### config.mk
export PLATFORM = sky130hd
export DESIGN_NAME = muldiv_seq_ctrl
export DESIGN_NICKNAME = d
export VERILOG_FILES = /design/src/rtl/muldiv_pkg.sv /design/src/rtl/md_timeout_counter.sv /design/src/rtl/muldiv_seq_ctrl.sv
export SDC_FILE = /design/constraint.sdc
export NUM_CORES = 1
export LEC_CHECK = 0
export ABC_CLOCK_PERIOD_IN_PS = 3530
export BUFFER_PORTS_ARGS = -buffer_cell sky130_fd_sc_hd__buf_4
export CORE_MARGIN = 2
export CORE_UTILIZATION = 35
export DETAILED_ROUTE_END_ITERATION = 8
export PLACE_DENSITY = 0.74
export SYNTH_ARGS = -nofsm -noshare
export SYNTH_HDL_FRONTEND = slang
export SYNTH_SLANG_ARGS = --single-unit
### constraint.sdc
create_clock -name clock -period 3.53 [get_ports clock]
set_input_delay 0.706 -clock clock [delete_from_list [all_inputs] [get_ports clock]]
set_output_delay 0.706 -clock clock [all_outputs]
set_load 0.005 [all_outputs]
### src/rtl/muldiv_pkg.sv
// Shared constants for the multiply/divide sequencer: state encoding,
// instruction decode constants and default exception/writeback codes.
package muldiv_pkg;

   // Sequencer state encoding (kept as plain constants for legacy tools).
   localparam logic [1:0] ST_IDLE  = 2'd0;
   localparam logic [1:0] ST_START = 2'd1;
   localparam logic [1:0] ST_BUSY  = 2'd2;
   localparam logic [1:0] ST_WB    = 2'd3;

   // Instruction decode constants.
   localparam logic [4:0] R_TYPE  = 5'b00000;
   localparam logic [4:0] ALU_MUL = 5'b00110;
   localparam logic [4:0] ALU_DIV = 5'b00111;

   // Default exception register and codes.
   localparam int RSTATUS_DEFAULT  = 30;
   localparam int MUL_EXC_DEFAULT  = 4;
   localparam int DIV_EXC_DEFAULT  = 5;

   // Mul and div share every ALUop bit except bit 0, which selects divide.
   function automatic logic is_md_instr(input logic       valid,
                                        input logic [4:0] opc,
                                        input logic [4:0] aluop);
      return valid && (opc == R_TYPE) && (aluop[4:1] == ALU_MUL[4:1]);
   endfunction

endpackage

### src/rtl/md_timeout_counter.sv
// Saturating BUSY-cycle counter with synchronous clear and a terminal-count
// flag; it stops at TERMINAL so the sequencer's forced exit never sees a wrap.
module md_timeout_counter #(
   parameter int CNT_W    = 6,
   parameter int TERMINAL = 39
) (
   input  logic clock,
   input  logic reset_n,
   input  logic clr,
   input  logic en,
   output logic tc
);

   localparam logic [CNT_W-1:0] TC_VAL = CNT_W'(TERMINAL);

   logic [CNT_W-1:0] count_q;
   logic [CNT_W-1:0] count_d;

   // Next count: clear wins over enable, and counting halts at the terminal value.
   always_comb begin
      count_d = count_q;
      if (clr) begin
         count_d = '0;
      end else if (en && (count_q != TC_VAL)) begin
         count_d = count_q + CNT_W'(1);
      end
   end

   // Count register.
   always_ff @(posedge clock or negedge reset_n) begin
      if (!reset_n) begin
         count_q <= '0;
      end else begin
         // NOTE: non-blocking so every flop samples pre-edge values regardless of block order.
         count_q <= count_d;
      end
   end

   assign tc = (count_q == TC_VAL);

endmodule

### src/rtl/muldiv_seq_ctrl.sv
// Multicycle sequencer for the shared multiply/divide unit: stalls the
// pipeline on a mul/div, pulses the unit's start, waits for ready (or times
// out), then performs one register-file writeback of result or error code.
module muldiv_seq_ctrl
   import muldiv_pkg::*;
#(
   parameter int DATA_W       = 32,
   parameter int TIMEOUT      = 40,
   parameter int CNT_W        = 6,
   parameter int RSTATUS_ADDR = RSTATUS_DEFAULT,
   parameter int MUL_EXC_CODE = MUL_EXC_DEFAULT,
   parameter int DIV_EXC_CODE = DIV_EXC_DEFAULT
) (
   input  logic              clock,
   input  logic              reset_n,
   input  logic [4:0]        opcode,
   input  logic [4:0]        ALUop,
   input  logic [4:0]        rd,
   input  logic              instr_valid,
   input  logic              flush,
   input  logic              md_ready,
   input  logic              md_exception,
   input  logic [DATA_W-1:0] md_result,
   output logic              ctrl_mult,
   output logic              ctrl_div,
   output logic              stall,
   output logic              wb_en,
   output logic [4:0]        wb_addr,
   output logic [DATA_W-1:0] wb_data,
   output logic              busy
);

   logic [1:0]        state_q,   state_d;
   logic              op_div_q,  op_div_d;
   logic [4:0]        rd_q,      rd_d;
   logic              exc_q,     exc_d;
   logic [4:0]        wb_addr_q, wb_addr_d;
   logic [DATA_W-1:0] wb_data_q, wb_data_d;

   logic is_md;
   logic cnt_clr;
   logic cnt_en;
   logic cnt_tc;

   assign is_md = is_md_instr(instr_valid, opcode, ALUop);

   md_timeout_counter #(
      .CNT_W    (CNT_W),
      .TERMINAL (TIMEOUT - 1)
   ) u_timeout (
      .clock   (clock),
      .reset_n (reset_n),
      .clr     (cnt_clr),
      .en      (cnt_en),
      .tc      (cnt_tc)
   );

   // Sequencer next-state, operand capture and writeback value selection.
   always_comb begin
      // NOTE: every output of this block gets a default first so no latch is inferred.
      state_d   = state_q;
      op_div_d  = op_div_q;
      rd_d      = rd_q;
      exc_d     = exc_q;
      wb_addr_d = wb_addr_q;
      wb_data_d = wb_data_q;
      cnt_clr   = 1'b0;
      cnt_en    = 1'b0;

      case (state_q)
         ST_IDLE: begin
            if (is_md && !flush) begin
               state_d  = ST_START;
               op_div_d = ALUop[0];
               rd_d     = rd;
            end
         end
         ST_START: begin
            cnt_clr = 1'b1;
            state_d = flush ? ST_IDLE : ST_BUSY;
         end
         ST_BUSY: begin
            cnt_en = 1'b1;
            if (flush) begin
               state_d = ST_IDLE;
            end else if (md_ready || cnt_tc) begin
               // A ready in the timeout cycle still wins and supplies the flag.
               state_d = ST_WB;
               exc_d   = md_ready ? md_exception : 1'b1;
            end
         end
         ST_WB: begin
            state_d = ST_IDLE;
         end
         default: begin
            state_d = ST_IDLE;
         end
      endcase

      // Writeback address/data load only on entry to WB, and hold otherwise.
      if ((state_q == ST_BUSY) && (state_d == ST_WB)) begin
         if (exc_d) begin
            wb_addr_d = 5'(RSTATUS_ADDR);
            wb_data_d = op_div_q ? DATA_W'(DIV_EXC_CODE) : DATA_W'(MUL_EXC_CODE);
         end else begin
            wb_addr_d = rd_q;
            wb_data_d = md_result;
         end
      end
   end

   // Sequencer state and captured operation registers.
   always_ff @(posedge clock or negedge reset_n) begin
      if (!reset_n) begin
         state_q   <= ST_IDLE;
         op_div_q  <= 1'b0;
         rd_q      <= '0;
         exc_q     <= 1'b0;
         wb_addr_q <= '0;
         wb_data_q <= '0;
      end else begin
         state_q   <= state_d;
         op_div_q  <= op_div_d;
         rd_q      <= rd_d;
         exc_q     <= exc_d;
         wb_addr_q <= wb_addr_d;
         wb_data_q <= wb_data_d;
      end
   end

   // Outputs decoded from registered state; the IDLE stall term is combinational
   // so the mul/div holds in the very cycle it is first seen.
   assign ctrl_mult = (state_q == ST_START) && !op_div_q;
   assign ctrl_div  = (state_q == ST_START) &&  op_div_q;
   assign stall     = ((state_q == ST_IDLE) && is_md) ||
                      (state_q == ST_START) || (state_q == ST_BUSY);
   assign busy      = (state_q != ST_IDLE);
   assign wb_en     = (state_q == ST_WB) && (exc_q || (rd_q != 5'd0));
   assign wb_addr   = wb_addr_q;
   assign wb_data   = wb_data_q;

endmodule

==> out/metrics.cfg <==
[clock_network]
cts_buffers=5
htree_levels=2
cts-root-buf=clkbuf_8
cts_buffer_depth=2
post-cts-setup-buffers=0
clkTransAtPathRegs_ns=0.09
cts.sinks=52
holdBufCountCts=0
cts.repair.resized=0
cts_tree=done
clk_latency_ns=0.30

[logic_synthesis]
postSynth.topFlopCell=dfrtp_1
synth_warnings=0
synth_top_cell_by_area=dfrtp_1
synthMuxAreaShare_pct=4.497
ys_types=39
ys_seq_area_share_pct=58.46
yosys.area_share.simple_pct=12.42
synth-seq-cells=52
synthCells=169
synth_top_area_share_pct=58.46
avgSynthCellArea_sq_um=13.17
synth_adder_area_share_pct=0.5621
synth_edf_count=0
synth.area.top_cells=dfrtp_1, a22o_1, mux2_4, buf_6, o22a_1
synth_nets=223
synth_top_family_by_area=compound AO/OA/AOI/OAI gates
synth-compound-area-share_pct=20.01
synthXorXnorAreaFrac_pct=0
netlist_area_sq_mm=0.002226
synthArstFlopShare_pct=100.0

[power_and_ir_drop]
power_w=0.001137
leakage_nw=1.529
power.density_mw_per_mm2=375.1
peakVddDrop_mv=0.2483

[route]
drt_first_pass_iters=4
route.detailed.drc=0
wl_per_cell_microns=14.44
routed-via-count=1740
routed_wl_mm=4.853
ant_nets=0
drt_iter0_drc=29
vias_per_cell=5.179

[sta]
setup_tns_ns=0
setup_violations=0
post-route-period-util_pct=67.06
post-route-min-period_ns=2.367
worstMarginPinSlew_ns=1.153
worst_clock_skew_ns=0.009292
rsz0062_at_grt=no
slew_violations=0
hold_violations=0
max-slew-margin-rel_pct=23.15
fmaxAchievable_ghz=0.4225

[place]
dpl_cell_area_sq_mm=0.002949
port_buffers=94
place.gp.congestion=0.7805
dp_hpwl_mm=3.454

[floorplan]
die_height_microns=83.75
core_area_sq_mm=0.006241
rows=29
die_area_sq_mm=0.007013
die_w_microns=83.75
initial_utilization_pct=35.67
io_pins=95

[global_route]
grt_pass1_vias=1667
gr-total-overflow=0
grt_max_degree=53
grt_pass1_wl_mm=8.176
antenna_found_initial=0
gr-usage-all-layers_pct=14.35

[setup_path]
cp_max_fo=2
reg2reg_slack_ns=1.25
endpoint=stall
startpoint_type=primary input
crit_cells=6
r2r-start=state_q[0]
r2r_end=wb_data[4]
worstPathRequired_ns=2.82
critPathArrivalTime_ns=1.66
crit_path_end_kind=primary output
crit_chain=buf_4 -> nand4b_1 -> nor3_1 -> a21oi_1 -> a21oi_1 -> buf_4
critical_path.top_delay_family=simple AND/OR/NAND/NOR gates
path_buf_inv=2
critPathSlowestCell=nor3_1
crit_path_start=opcode[4]
r2r_cells=4
critPathKind=primary input to primary output
slowest_delay_ns=0.33

[status]
status=completed

[layout]
antenna_cells=0
fin_area_sq_mm=0.003030
final_nets=313
drive_gt1_share_pct=44.40
fillers=583
area_growth_pct=36.14

[job]
cap_viol_max_count=0

[hold_path]
min_path_type=primary input to asynchronous set/reset pin

==> cell usage in the layout, fill, tap and decap left out, drive strengths merged, types with 3 or more instances in the layout <==
| cell | Yosys | routed |
|---|---|---|
| a21oi | 6 | 6 |
| a22o | 31 | 31 |
| buf | 9 | 94 |
| clkbuf | 2 | 5 |
| dfrtp | 52 | 52 |
| inv | 3 | 3 |
| mux2 | 6 | 6 |
| nand2 | 8 | 8 |
| nand3 | 6 | 6 |
| nor2 | 6 | 6 |
| nor3 | 4 | 4 |
| o21ai | 4 | 4 |
| o22a | 5 | 5 |
| o311ai | 3 | 3 |
==> worst min path at each step <==
| stage | to | cells past startpoint | slack [ns] |
|---|---|---|---|
| after detailed placement | wb_data[0] | 2 | 0.48 |
| final | u_timeout.count_q[1] | 1 | 0.42 |
| after floorplan | exc_q | 0 | 0.41 |
| after CTS | wb_data[1] | 1 | 0.45 |
| after global placement | wb_data[0] | 2 | 0.47 |
| after global routing | wb_data[11] | 1 | 0.46 |
==> cells by family (layout without fill, tap and decap cells) <==
kind of cell / Yosys count / in the layout
compound gates: 54 / 54
fa+ha+maj: 1 / 1
buf+inv: 14 / 104
flops: 52 / 52
mux: 7 / 7
simple gates: 41 / 41
==> area by class of cell <==
class / instances / area [sq um] / share of cell area [%]
Sequential cell: 52 / 1301 / 42.94
Multi-Input combinational cell: 103 / 834.6 / 27.54
Timing Repair Buffer: 94 / 705.7 / 23.29
Tap cell: 77 / 96.34 / 3.179
Clock buffer: 5 / 68.82 / 2.271
Clock inverter: 2 / 12.51 / 0.4129
Inverter: 3 / 11.26 / 0.3716
==> registers in the layout, indices dropped and copies added (netlist names) <==
name and flops:
wb_addr 5, wb_data 32, rd_q 5, op_div_q 1, state_q 2, exc_q 1, u_timeout.count_q 6
==> through the flow <==
step	hold slack, ns	worst slack [ns]	util (%)	instances
final	0.4205	1.163	48.56	336
after global routing	0.4641	1.023	48.56	336
after CTS	0.4482	1.141	48.56	336
after detailed placement	0.4772	1.144	47.25	329
after global placement	0.4705	1.169	47.25	329
after floorplan	0.4104	1.416	-	169
==> cells in the mapped netlist (2+ instances only) <==
cell and number:
nand3_1 5, a32o_1 2, nand4_1 2, o22a_1 5
dfrtp_1 52, o21ai_0 4, a21o_1 2, a22o_1 31
o311ai_0 3, buf_2 5, nand4b_1 2, nor3_1 4
a21oi_1 5, nand2_1 8, nor2_1 5, buf_6 4
mux2_4 6, inv_1 3
==> power breakdown <==
part	internal (W)	switching (W)	leakage, nW
registers	0.000635	0.0000272	0.705
logic	0.000108	0.0000539	0.784
clock network	0.000134	0.000179	0.0400
==> layer usage <==
layer	global-route usage, %	routed length [microns]
met5	0	0
met4	3.959	46
met3	4.253	380
met2	21.45	2185
met1	20.40	2240
(Power assumes the default switching activity.)
